$ cat src/rtl/uart_tx_drain.sv
// FIFO-draining UART transmitter: fetches a byte when enabled, sends start, 8 data bits LSB first, stop.
// Define UART_TX_PARITY_EN to insert an even-parity bit between the data bits and the stop bit.
`timescale 1ns/1ps
module uart_tx_drain #(
   parameter int unsigned CLKS_PER_BIT = 4
) (
   input  logic       clk,
   input  logic       rst,
   input  logic       in_enable,
   input  logic       in_fifo_empty,
   input  logic [7:0] in_fifo_data,
   output logic       out_fifo_read,
   output logic       out_tx,
   output logic       out_busy,
   output logic       out_byte_done
);

   typedef enum logic [2:0] {
      S_IDLE   = 3'd0,
      S_FETCH  = 3'd1,
      S_START  = 3'd2,
      S_DATA   = 3'd3,
`ifdef UART_TX_PARITY_EN
      S_PARITY = 3'd4,
`endif
      S_STOP   = 3'd5
   } state_t;

   localparam logic [15:0] BIT_LAST = 16'(CLKS_PER_BIT - 1);

   state_t      state_q, state_d;
   logic [15:0] cnt_q, cnt_d;
   logic [2:0]  bit_idx_q, bit_idx_d;
   logic [7:0]  shift_q, shift_d;
   logic        tx_q, tx_d;
   logic        busy_q, busy_d;
   logic        done_q, done_d;
   logic        fetch_go;
   logic        bit_end;
`ifdef UART_TX_PARITY_EN
   logic        parity_q, parity_d;

   function automatic logic even_parity(input logic [7:0] b);
      return ^b;
   endfunction
`endif

   assign bit_end = (cnt_q == BIT_LAST);

   // Next-state, counter, shift register and look-ahead of the registered outputs.
   always_comb begin
      state_d   = state_q;
      cnt_d     = cnt_q;
      bit_idx_d = bit_idx_q;
      shift_d   = shift_q;
      fetch_go  = 1'b0;
`ifdef UART_TX_PARITY_EN
      parity_d  = parity_q;
`endif
      case (state_q)
         S_IDLE: begin
            cnt_d = 16'd0;
            if (in_enable && !in_fifo_empty) begin
               fetch_go = 1'b1;
               state_d  = S_FETCH;
            end else begin
               state_d  = S_IDLE;
            end
         end
         S_FETCH: begin
            shift_d   = in_fifo_data;
`ifdef UART_TX_PARITY_EN
            parity_d  = even_parity(in_fifo_data);
`endif
            cnt_d     = 16'd0;
            bit_idx_d = 3'd0;
            state_d   = S_START;
         end
         S_START: begin
            if (bit_end) begin
               cnt_d   = 16'd0;
               state_d = S_DATA;
            end else begin
               cnt_d   = cnt_q + 16'd1;
            end
         end
         S_DATA: begin
            if (bit_end) begin
               cnt_d   = 16'd0;
               shift_d = {1'b0, shift_q[7:1]};
               if (bit_idx_q == 3'd7) begin
                  bit_idx_d = 3'd0;
`ifdef UART_TX_PARITY_EN
                  state_d   = S_PARITY;
`else
                  state_d   = S_STOP;
`endif
               end else begin
                  bit_idx_d = bit_idx_q + 3'd1;
               end
            end else begin
               cnt_d = cnt_q + 16'd1;
            end
         end
`ifdef UART_TX_PARITY_EN
         S_PARITY: begin
            if (bit_end) begin
               cnt_d   = 16'd0;
               state_d = S_STOP;
            end else begin
               cnt_d   = cnt_q + 16'd1;
            end
         end
`endif
         S_STOP: begin
            if (bit_end) begin
               cnt_d   = 16'd0;
               state_d = S_IDLE;
            end else begin
               cnt_d   = cnt_q + 16'd1;
            end
         end
         default: begin
            state_d   = S_IDLE;
            cnt_d     = 16'd0;
            bit_idx_d = 3'd0;
            shift_d   = 8'd0;
         end
      endcase

      // Outputs are derived from the next state so the flops change exactly on bit boundaries.
      case (state_d)
         S_START:  tx_d = 1'b0;
         S_DATA:   tx_d = shift_d[0];
`ifdef UART_TX_PARITY_EN
         S_PARITY: tx_d = parity_d;
`endif
         default:  tx_d = 1'b1;
      endcase
      busy_d = (state_d != S_IDLE);
      done_d = (state_d == S_STOP) && (cnt_d == BIT_LAST);
   end

   // State and registered-output flops with synchronous reset.
   always_ff @(posedge clk) begin
      if (rst) begin
         state_q   <= S_IDLE;
         cnt_q     <= 16'd0;
         bit_idx_q <= 3'd0;
         shift_q   <= 8'd0;
         tx_q      <= 1'b1;
         busy_q    <= 1'b0;
         done_q    <= 1'b0;
`ifdef UART_TX_PARITY_EN
         parity_q  <= 1'b0;
`endif
      end else begin
         state_q   <= state_d;
         cnt_q     <= cnt_d;
         bit_idx_q <= bit_idx_d;
         shift_q   <= shift_d;
         tx_q      <= tx_d;
         busy_q    <= busy_d;
         done_q    <= done_d;
`ifdef UART_TX_PARITY_EN
         parity_q  <= parity_d;
`endif
      end
   end

   assign out_fifo_read = fetch_go & ~rst;
   assign out_tx        = tx_q;
   assign out_busy      = busy_q;
   assign out_byte_done = done_q;

endmodule

$ cat config.mk
export PLATFORM = sky130hd
export DESIGN_NAME = uart_tx_drain
export DESIGN_NICKNAME = d
export VERILOG_FILES = /design/src/rtl/uart_tx_drain.sv
export SDC_FILE = /design/constraint.sdc
export NUM_CORES = 1
export LEC_CHECK = 0
export CELL_PAD_IN_SITES_DETAIL_PLACEMENT = 2
export CELL_PAD_IN_SITES_GLOBAL_PLACEMENT = 2
export CORE_MARGIN = 2
export CORE_UTILIZATION = 37
export DETAILED_ROUTE_END_ITERATION = 10
export GPL_TIMING_DRIVEN = 0
export PLACE_DENSITY = 0.83
export SYNTH_ARGS = -nofsm -noshare
export SYNTH_HDL_FRONTEND = slang
export SYNTH_SLANG_ARGS = --single-unit
export TNS_END_PERCENT = 10
$ cat constraint.sdc
create_clock -name clk -period 3 [get_ports clk]
set_clock_uncertainty 0.1 [all_clocks]
set_input_delay 0.75 -clock clk [delete_from_list [all_inputs] [get_ports clk]]
set_output_delay 0.75 -clock clk [all_outputs]
set_load 0.03 [all_outputs]
== Yosys cells after proc, flatten, opt, wreduce, memory -nomap -nowiden ==
Index checks and enable logic that the tools add are counted.

* Add/subtract/negate cells: 2
* Equal/unequal tests: 11
* Multiplexer cells: 16
* Bitwise gates (word level): 3
* Reductions and logical operators: 8

{| class="wikitable"
|+ Operators with widths
! kind !! count
|-
| $eq 16x2->1 const B || 2
|-
| $mux 16 || 2
|-
| $pmux 8 s3 || 1
|-
| $mux 3 || 6
|-
| $add 16x1->16 const B || 1
|-
| $pmux 3 s5 || 1
|-
| $eq 3x2->1 const B || 4
|-
| $eq 3x3->1 const B || 3
|-
| $mux 8 || 1
|-
| $pmux 3 s2 || 1
|-
| $reduce_or 3->1 || 2
|-
| $add 3x1->3 const B || 1
|-
| $eq 3x1->1 const B || 1
|-
| $logic_not 3->1 || 1
|-
| $mux 1 || 3
|-
| $reduce_bool 3->1 || 1
|-
| $logic_and 1x1->1 || 2
|-
| $ne 2x2->1 const B || 1
|-
| $not 1->1 || 2
|-
| $pmux 1 s2 || 1
|-
| $reduce_and 2->1 || 1
|-
| $and 1x1->1 || 1
|-
| $logic_not 1->1 || 1
|}

* Register bits: 33
* Bits of input ports: 12
* Output and inout bits: 4
* Word-level logic and storage cells: 48

== Depth between registers and ports, before layout ==
Gate-level depths: netlist of run 1.

* Depth in word-level cells: 6
* Mapped depth: 8
* Depth with buffers taken out: 6

== Worst setup path after synthesis of run 1 ==
OpenSTA, ideal clock, no wires.

* Kind: input to output
* Start: in in_fifo_empty
* End: out out_fifo_read
* Arrival time: 2,043 ps
* Required time: 2,150 ps
* Setup slack: 107 ps
* Stages: 2
* Path buffers: 0
* Path through: or4b_2 > nor3_1

* Cells in the longest elaborated chain, start to end: 5

{| class="wikitable"
|+ RTL lines
! what !! line !! RTL
|-
| start, declared || 10 || <nowiki>input logic in_fifo_empty,</nowiki>
|-
| $logic_not 1->1 || 63 || <nowiki>if (in_enable && !in_fifo_empty) begin</nowiki>
|-
| $logic_and 1x1->1 || 63 ||
|-
| $mux 1 || 63 ||
|-
| $mux 1 || 60 || <nowiki>case (state_q)</nowiki>
|-
| $and 1x1->1 || 171 || <nowiki>assign out_fifo_read = fetch_go & ~rst;</nowiki>
|-
| end, declared || 12 || <nowiki>output logic out_fifo_read,</nowiki>
|}

Every way passes these cells.

== Final worst setup path of run 1 ==
* Start: in in_enable
* End: out out_fifo_read

* Cells in the longest elaborated chain, start to end: 4

{| class="wikitable"
|+ RTL lines
! what !! line !! RTL
|-
| start, declared || 9 || <nowiki>input logic in_enable,</nowiki>
|-
| $logic_and 1x1->1 || 63 ||
|-
| $mux 1 || 63 ||
|-
| $mux 1 || 60 ||
|-
| $and 1x1->1 || 171 ||
|}

Every way passes these cells.

==> flow_summary_export.csv, run 1 <==
group,metric,value,unit
status,status,"complete, no violations",
timing,clock.fmax,0.348,GHz
placement,dp_cells,261,
worst_setup_path,critPathKind,"input pin to output pin",
worst_hold_path,hold_class,"register to register",
floorplan,initial_utilization,0.387,
synthesis,ys.warnings.count,0,
floorplan,ios,16,
cts,cts_buffers,5,
floorplan,die_w,72.0,um
routing,ant_nets,0,
cts,cts_max_path_buffers,2,
worst_setup_path,cp.buffers_inverters,2,
routing,route.detailed.drc,0,
synthesis,synthTopCellsByArea,"dfxtp_1 (39%), xnor2_1 (8.2%), nor2_1 (7.2%)",
cts,clk_pin_slew,0.07,ns
routing,drt_iter0_markers,88,
timing,report.final.slew_viol_count,0,
worst_setup_path,cp_top_family,"buffers and inverters",
routing,vias,1508,
pwr,p_leak,0.719,nW
synthesis,async_reset_ff_frac,0,
cts,clk_latency,0.28,ns
synthesis,seq_area_frac_synth,0.386,
worst_setup_path,crit_chain,"clkdlybuf4s50_1, or4b_4, nor3_2, buf_4",
cts,clock-sinks,33,
synthesis,synth_simple_gate_area_share,0.290,
synthesis,synth_compound_area_frac,0.132,
timing,grt_setup_unrepaired,"false",
cts,cts_tree,"yes",
placement,place_congestion,0.749,
grt,grt_pass1_vias,1680,
worst_setup_path,worstPathRequired,2.15,ns
grt,grt_start_max_net_pins,11,
grt,track_usage,0.210,
final_layout,drive_gt1_frac,0.161,
final_layout,nets,231,
pwr,powerDensity,463,nW/um^2
timing,period_needed,2.87,ns
routing,routed_via_density,5.61,
synthesis,synth.cell_area,1710,um^2
pwr,vdd_drop_max,0.000174,V
final_layout,diodes,0,
floorplan,num_rows,24,
timing,worstMarginPinSlew,0.589,ns
grt,gr-total-overflow,0,
worst_setup_path,cp-start-kind,"input pin",
worst_setup_path,crit_path_max_fanout,2,
final_layout,fill_cells,484,
floorplan,die-height,72.0,um
grt,grt_pass1_wl,8410,um
cts,root_buffer,"clkbuf_8",
worst_setup_path,worstPathArrival,2.02,ns
timing,setup_ws,0.130,ns
final_layout,stdcell_count,269,
synthesis,ys_seq_elements,33,
placement,place_ws,-0.505,ns
synthesis,muxShareOfSynthArea,0.00585,
synthesis,synthXorXnorAreaFrac,0.0922,
synthesis,synth_area_per_cell,8.77,um^2
placement,dp_hpwl,3520,um
floorplan,core,4410,um^2
worst_setup_path,critPathSlowestCell,"or4b_4",
timing,finalCritPeriodShare,0.957,
synthesis,ys_top_cells_by_count,"dfxtp_1 (33), nor2_1 (33), xnor2_1 (16), nand2_1 (11)",
synthesis,synth-adder-area-share,0.0219,
worst_setup_path,endpoint_kind,"output pin",
placement,io_buffers,14,
synthesis,synth_nets,210,
timing,relSlewSlack,0.606,
synthesis,syn_inst,195,
timing,final-hold-violation-count,0,
grt,antenna_found_initial,0,
cts,post_cts_buffers,0,
synthesis,yosys.area.top_type,"dfxtp_1",
timing,setup_viol,0,
routing,totalWireLength,4890,um
routing,wire_per_inst,18.2,um
floorplan,die-area,5180,um^2
cts,ctsHoldBuffers,0,
final_layout,area_delta_synth_final,19.2,%
synthesis,synth_edf_count,0,
synthesis,synth_flop_cell,"dfxtp_1",
cts,htree_levels,2,
routing,dr.pass1.iters,4,
synthesis,synth_cell_types,46,
synthesis,synth_top_family_by_area,"simple AND/OR/NAND/NOR gates",
worst_setup_path,cp_slowest_stage_delay,0.47,ns
run,maxCapViolCount,0,
synthesis,yosysTopAreaCellShare,0.386,
final timing paths:
| kind | from | endpoint | slack, ns | cells after the start |
|---|---|---|---|---|
| max | in_enable | out_fifo_read | 0.13 | 4 |
| min reg2reg | bit_idx_q[2] | bit_idx_q[2] | 0.39 | 2 |
| min | bit_idx_q[2] | bit_idx_q[2] | 0.39 | 2 |
| max reg2reg | cnt_q[0] | out_byte_done | 0.43 | 6 |
cells by family after synthesis:
logic type / after synthesis
AOI/OAI and AO/OA: 28
muxes: 1
and+or+nand+nor: 88
xor gates and xnor gates: 18
DFF: 33
buffers and inverters: 24
adders and majority gates: 3
state kept, by name (all words and copies together) (netlist names):
| register | cells |
|---|---|
| bit_idx_q | 3 |
| cnt_q | 16 |
| out_busy | 1 |
| out_byte_done | 1 |
| out_tx | 1 |
| shift_q | 8 |
| state_q | 3 |
metrics by stage:
step / TNS [ns] / power [W] / area (um^2) / hold WS, ns / utilization
after floorplan: 0 / 0.000491 / 1710 / 0.336 / -
after global placement: -0.507 / 0.000515 / 1920 / 0.343 / 0.434
after detailed placement: -0.505 / 0.000519 / 1920 / 0.383 / 0.434
after CTS: 0 / 0.000952 / 2030 / 0.395 / 0.461
after global routing: 0 / 0.000981 / 2040 / 0.427 / 0.462
final: 0 / 0.000945 / 2040 / 0.391 / 0.462
worst register-to-register path, stage by stage (launching register included):
cell and delay, ns:
dfxtp_1 0.47, ha_1 0.34, nand3_1 0.34, nor4_1 0.42, xnor2_1 0.21, nand4_1 0.15
a2111oi_2 0.43
timing repair:
action                     in CTS  in global routing
gates cloned                    0                  0
setup endpoints to repair       1                  1
pin swaps                       0                  1
resized for setup               8                  1
layout by cell type (no fill, tap or decap), types with 4 or more instances in the layout:
cell type / n
clkbuf_1: 4
buf_2: 7
clkdlybuf4s50_1: 13
inv_1: 8
or2_2: 4
clkbuf_8: 6
xnor2_1: 16
nor4_1: 4
nor2_1: 33
nor3_1: 7
nand3_1: 7
o21ai_0: 5
dfxtp_1: 33
a222oi_1: 7
nand2_1: 11
power breakdown:
group / total, W / internal, W / leakage [nW] / switching (W)
combinational: 0.0000586 / 0.0000287 / 0.393 / 0.0000299
sequential: 0.000452 / 0.000446 / 0.267 / 0.00000676
clock: 0.000434 / 0.000271 / 0.0585 / 0.000163
per-layer routing:
metal  routed length (um)  part of all wire  vias to the layer above  global-route usage
met5                    0                 0                        -                   0
met4                   46            0.0094                        0              0.0566
met3                   95             0.019                        4              0.0417
met2                 2580              0.53                       16               0.386
met1                 2160              0.44                      759               0.249
li1                     -                 -                      729                   -
final cells by class:
class	count	area (um^2)	share of cell area
buffer	16	92.6	0.0454
clock buffer	7	86.3	0.0424
inverter	8	30.0	0.0147
tap	52	65.1	0.0319
sequential	33	661	0.324
timing repair buffer	14	138	0.0675
clock inverter	1	30.0	0.0147
multi-input combinational	138	936	0.459
No activity file was read; power rests on OpenSTA's default activity.
==> run 2: changes to the inputs <==
--- a/config.mk
+++ b/config.mk
@@ -8,10 +8,12 @@
 export CELL_PAD_IN_SITES_DETAIL_PLACEMENT = 2
 export CELL_PAD_IN_SITES_GLOBAL_PLACEMENT = 2
 export CORE_MARGIN = 2
-export CORE_UTILIZATION = 37
+export CORE_UTILIZATION = 39
+export CTS_BUF_LIST = sky130_fd_sc_hd__clkbuf_4 sky130_fd_sc_hd__clkbuf_8
+export CTS_CLUSTER_SIZE = 30
 export DETAILED_ROUTE_END_ITERATION = 10
 export GPL_TIMING_DRIVEN = 0
-export PLACE_DENSITY = 0.83
+export PLACE_DENSITY = 0.87
 export SYNTH_ARGS = -nofsm -noshare
 export SYNTH_HDL_FRONTEND = slang
 export SYNTH_SLANG_ARGS = --single-unit
==> flow_summary_export.csv, run 2 (synthesized netlist as in run 1, its figures left out) <==
group,metric,value,unit
worst_setup_path,cp_slowest_stage_delay,0.47,ns
routing,totalWireLength,4870,um
cts,clk_latency,0.29,ns
routing,routed_via_density,5.64,
final_layout,fin_util,0.469,
worst_setup_path,crit_chain,"clkdlybuf4s50_1, or4b_4, nor3_2, buf_4",
grt,gr-total-overflow,0,
timing,setup_viol,0,
placement,dp_cells,261,
worst_setup_path,crit_path_max_fanout,2,
worst_setup_path,critPathSlowestCell,"clkdlybuf4s50_1",
pwr,p_leak,0.703,nW
timing,report.final.slew_viol_count,0,
routing,ant_nets,0,
worst_setup_path,endpoint_kind,"output pin",
floorplan,ios,16,
timing,final-hold-violation-count,0,
worst_hold_path,hold_class,"register to register",
grt,track_usage,0.218,
final_layout,diodes,0,
final_layout,nets,231,
cts,cts_buffers,5,
floorplan,core,4290,um^2
floorplan,die-height,70.2,um
timing,grt_setup_unrepaired,"false",
worst_setup_path,worstPathArrival,2.06,ns
grt,busiest_layer,"met2",
timing,hold_ws,0.368,ns
routing,wire_per_inst,18.2,um
worst_setup_path,critPathKind,"input pin to output pin",
final_layout,drive_gt1_frac,0.162,
placement,place_congestion,0.774,
cts,cts_max_path_buffers,2,
cts,cts_tree,"yes",
floorplan,initial_utilization,0.398,
final_layout,fill_cells,469,
cts,clock-sinks,33,
final_layout,area_delta_synth_final,17.6,%
floorplan,die_w,70.2,um
routing,route.detailed.drc,0,
grt,grtUsageMet1,0.263,
timing,finalCritPeriodShare,0.969,
pwr,powerDensity,428,nW/um^2
cts,clk_pin_slew,0.07,ns
floorplan,num_rows,24,
timing,clock.fmax,0.344,GHz
grt,grt_pass1_wl,8280,um
grt,grt_start_max_net_pins,11,
timing,worstMarginPinSlew,0.515,ns
placement,io_buffers,14,
grt,antenna_found_initial,0,
grt,use_met3,0.0462,
routing,drt_iter0_markers,104,
routing,dr.pass1.iters,5,
placement,dp_hpwl,3630,um
final_layout,largest_reg_flops,16,
timing,relSlewSlack,0.655,
cts,root_buffer,"clkbuf_8",
cts,htree_levels,2,
floorplan,die-area,4930,um^2
final_layout,top_regs,"cnt_q: 16 flops, shift_q: 8 flops",
worst_setup_path,cp-start-kind,"input pin",
worst_setup_path,worstPathRequired,2.15,ns
pwr,vdd_drop_max,0.000285,V
timing,period_needed,2.91,ns
run,maxCapViolCount,0,
routing,vias,1511,
status,status,"complete, no violations",
pwr,power,0.000862,W
grt,grt_pass1_vias,1647,
final_layout,final_cell_mix,"nor2_1 (33), dfxtp_1 (33), xnor2_1 (16)",
final_layout,top_register,"cnt_q",
grt,use_met2,0.376,
final_layout,stdcell_count,268,
## run 2: cell types whose count changed in the layout (fill, tap and decap cells not counted)
cell / delta
bufinv_16: -1
clkbuf_1: -1
clkinvlp_4: +1
## run 2: through the flow
stage	TNS [ns]	instance area [um^2]	worst slack, ns
finish	0	2010	0.0940
global route	0	2010	0.0551
CTS	0	2010	0.0805
detailed placement	-0.533	1920	-0.533
global placement	-0.494	1920	-0.494
floorplan	0	1710	0.107
## run 2: layout make-up
cell class | instances | area (um^2) | area share
well taps | 52 | 65.1 | 0.0323
multi-input cells | 138 | 936 | 0.465
repair buffers | 14 | 138 | 0.0684
inverters | 8 | 30.0 | 0.0149
flip-flops and latches | 33 | 661 | 0.328
clock inverters | 1 | 7.51 | 0.00373
plain buffers | 16 | 92.6 | 0.0460
clock buffers | 6 | 82.6 | 0.0410
## run 2: layer usage
layer,up-vias,routed length [um],part of all wire
met5,-,0,0
met4,0,85,0.017
met3,6,90,0.018
met2,20,2540,0.52
met1,756,2150,0.44
li1,729,-,-
## run 2: path summary, 6_finish.rpt
path | start | to | depth (start not counted) | slack [ns]
worst max register to register | cnt_q[0] | out_byte_done | 6 | 0.35
worst min-delay path | bit_idx_q[2] | bit_idx_q[2] | 2 | 0.37
worst min register to register | bit_idx_q[2] | bit_idx_q[2] | 2 | 0.37
worst max-delay path | in_enable | out_fifo_read | 4 | 0.09
## run 2: power by group
part	internal [W]	switching, W	total [W]
Sequential	0.000446	0.00000670	0.000452
Clock	0.000181	0.000168	0.000349
Combinational	0.0000287	0.0000314	0.0000600
Total	0.000656	0.000206	0.000862
## run 2: worst max-delay path, delay by kind of cell
family / cells / cell delay (ns)
buf+inv: 2 / 0.66
simple gates: 2 / 0.65
## run 2: repair_timing
item,in CTS,in global routing
buffers inserted,0,0
hold buffers,0,0
resized for setup,9,0
setup endpoints to repair,1,0
==> run 3: changes to the inputs <==
--- a/config.mk
+++ b/config.mk
@@ -12,7 +12,6 @@
 export CTS_BUF_LIST = sky130_fd_sc_hd__clkbuf_4 sky130_fd_sc_hd__clkbuf_8
 export CTS_CLUSTER_SIZE = 30
 export DETAILED_ROUTE_END_ITERATION = 10
-export GPL_TIMING_DRIVEN = 0
 export PLACE_DENSITY = 0.87
 export SYNTH_ARGS = -nofsm -noshare
 export SYNTH_HDL_FRONTEND = slang
==> flow_summary_export.csv, run 3 (synthesized netlist as in run 1, its figures left out) <==
group,metric,value,unit
status,status,"complete, no violations",
pwr,p_leak,0.662,nW
final_layout,top_register,"cnt_q",
worst_setup_path,cp-start-kind,"input pin",
floorplan,die-area,4930,um^2
routing,ant_nets,0,
worst_setup_path,endpoint_kind,"output pin",
final_layout,fill_cells,475,
final_layout,final_cell_mix,"nor2_1 (33), dfxtp_1 (33), xnor2_1 (16)",
timing,grt_setup_unrepaired,"false",
grt,antenna_found_initial,0,
grt,gr-total-overflow,0,
cts,cts_buffers,5,
grt,grt_pass1_wl,8280,um
floorplan,ios,16,
grt,grt_pass1_vias,1618,
placement,dp_hpwl,3220,um
timing,worstMarginPinSlew,0.598,ns
timing,setup_viol,0,
run,maxCapViolCount,0,
routing,route.detailed.drc,0,
worst_setup_path,crit_path_max_fanout,2,
floorplan,die_w,70.2,um
worst_setup_path,critPathKind,"input pin to output pin",
routing,dr.pass1.iters,4,
worst_setup_path,worstPathRequired,2.15,ns
cts,cts_tree,"yes",
timing,period_needed,2.84,ns
routing,drt_iter0_markers,88,
cts,clk_pin_slew,0.08,ns
grt,grt_start_max_net_pins,19,
cts,clock-sinks,33,
timing,setup_ws,0.155,ns
final_layout,nets,217,
worst_hold_path,hold_class,"register to register",
cts,root_buffer,"clkbuf_8",
routing,routed_via_density,5.69,
cts,cts_max_path_buffers,2,
timing,relSlewSlack,0.602,
pwr,vdd_drop_max,0.000278,V
worst_setup_path,worstPathArrival,1.99,ns
final_layout,top_regs,"cnt_q: 16 flops, shift_q: 8 flops",
placement,place_ws,-0.00116,ns
grt,track_usage,0.214,
cts,post_cts_buffers,0,
placement,place_congestion,0.793,
floorplan,num_rows,24,
pwr,powerDensity,487,nW/um^2
cts,ctsHoldBuffers,0,
cts,cts_resized,1,
timing,report.final.slew_viol_count,0,
final_layout,diodes,0,
placement,io_buffers,15,
cts,htree_levels,2,
cts,clk_latency,0.29,ns
final_layout,largest_reg_flops,16,
timing,finalCritPeriodShare,0.948,
floorplan,die-height,70.2,um
final_layout,drive_gt1_frac,0.123,
timing,clock.fmax,0.351,GHz
timing,final-hold-violation-count,0,
routing,vias,1451,
timing,tns,0,ns
floorplan,core,4290,um^2
final_layout,area_delta_synth_final,15.0,%
routing,totalWireLength,4740,um
floorplan,initial_utilization,0.398,
routing,wire_per_inst,18.6,um
run 3: cell count changes in the layout (fill, tap and decap cells not counted), sizes merged:
cell | previous run | this run
clkbuf | 10 | 6
buf | 13 | 2
clkdlybuf4s50 | 13 | 14
bufinv | 0 | 1
run 3: per-layer routing:
layer,part of all wire,track usage,up-vias
li1,-,-,698
met1,0.44,0.268,723
met2,0.52,0.369,20
met3,0.022,0.0390,10
met4,0.018,0.0662,0
met5,0,0,-
run 3: report_power, final:
group / switching [W] / internal [W] / leakage, nW
registers: 0.00000683 / 0.000445 / 0.267
logic: 0.0000293 / 0.0000292 / 0.338
clock network: 0.000178 / 0.000270 / 0.0574
run 3: worst max-delay path, cell delays in order:
cell             delay (ns)
clkdlybuf4s50_1        0.42
or4b_4                 0.50
nor3_2                 0.13
buf_4                  0.19
run 3: cell type report:
cell class	count	area, um^2	area share
multi-input combinational	138	936	0.476
timing repair buffer	16	155	0.0789
clock inverter	2	37.5	0.0191
clock buffer	6	82.6	0.0420
tap	52	65.1	0.0331
inverter	8	30.0	0.0153
sequential	33	661	0.336
run 3: stage by stage:
stage / total power (W) / hold WS (ns) / util / instances / cell area (um^2)
3_3_place_gp: 0.000515 / 0.346 / 0.428 / 247 / 1840
3_5_place_dp: 0.000519 / 0.362 / 0.428 / 247 / 1840
6_report: 0.000959 / 0.374 / 0.458 / 255 / 1970
5_1_grt: 0.000995 / 0.403 / 0.458 / 255 / 1970
2_1_floorplan: 0.000491 / 0.336 / - / 195 / 1710
4_1_cts: 0.000965 / 0.377 / 0.457 / 255 / 1960
run 3: final timing paths:
kind,from,end,slack (ns),depth (start not counted)
setup / recovery,in_fifo_empty,out_fifo_read,0.16,4
hold reg to reg,bit_idx_q[2],bit_idx_q[2],0.37,2
setup reg to reg,cnt_q[0],bit_idx_q[0],0.43,6
hold / removal,bit_idx_q[2],bit_idx_q[2],0.37,2
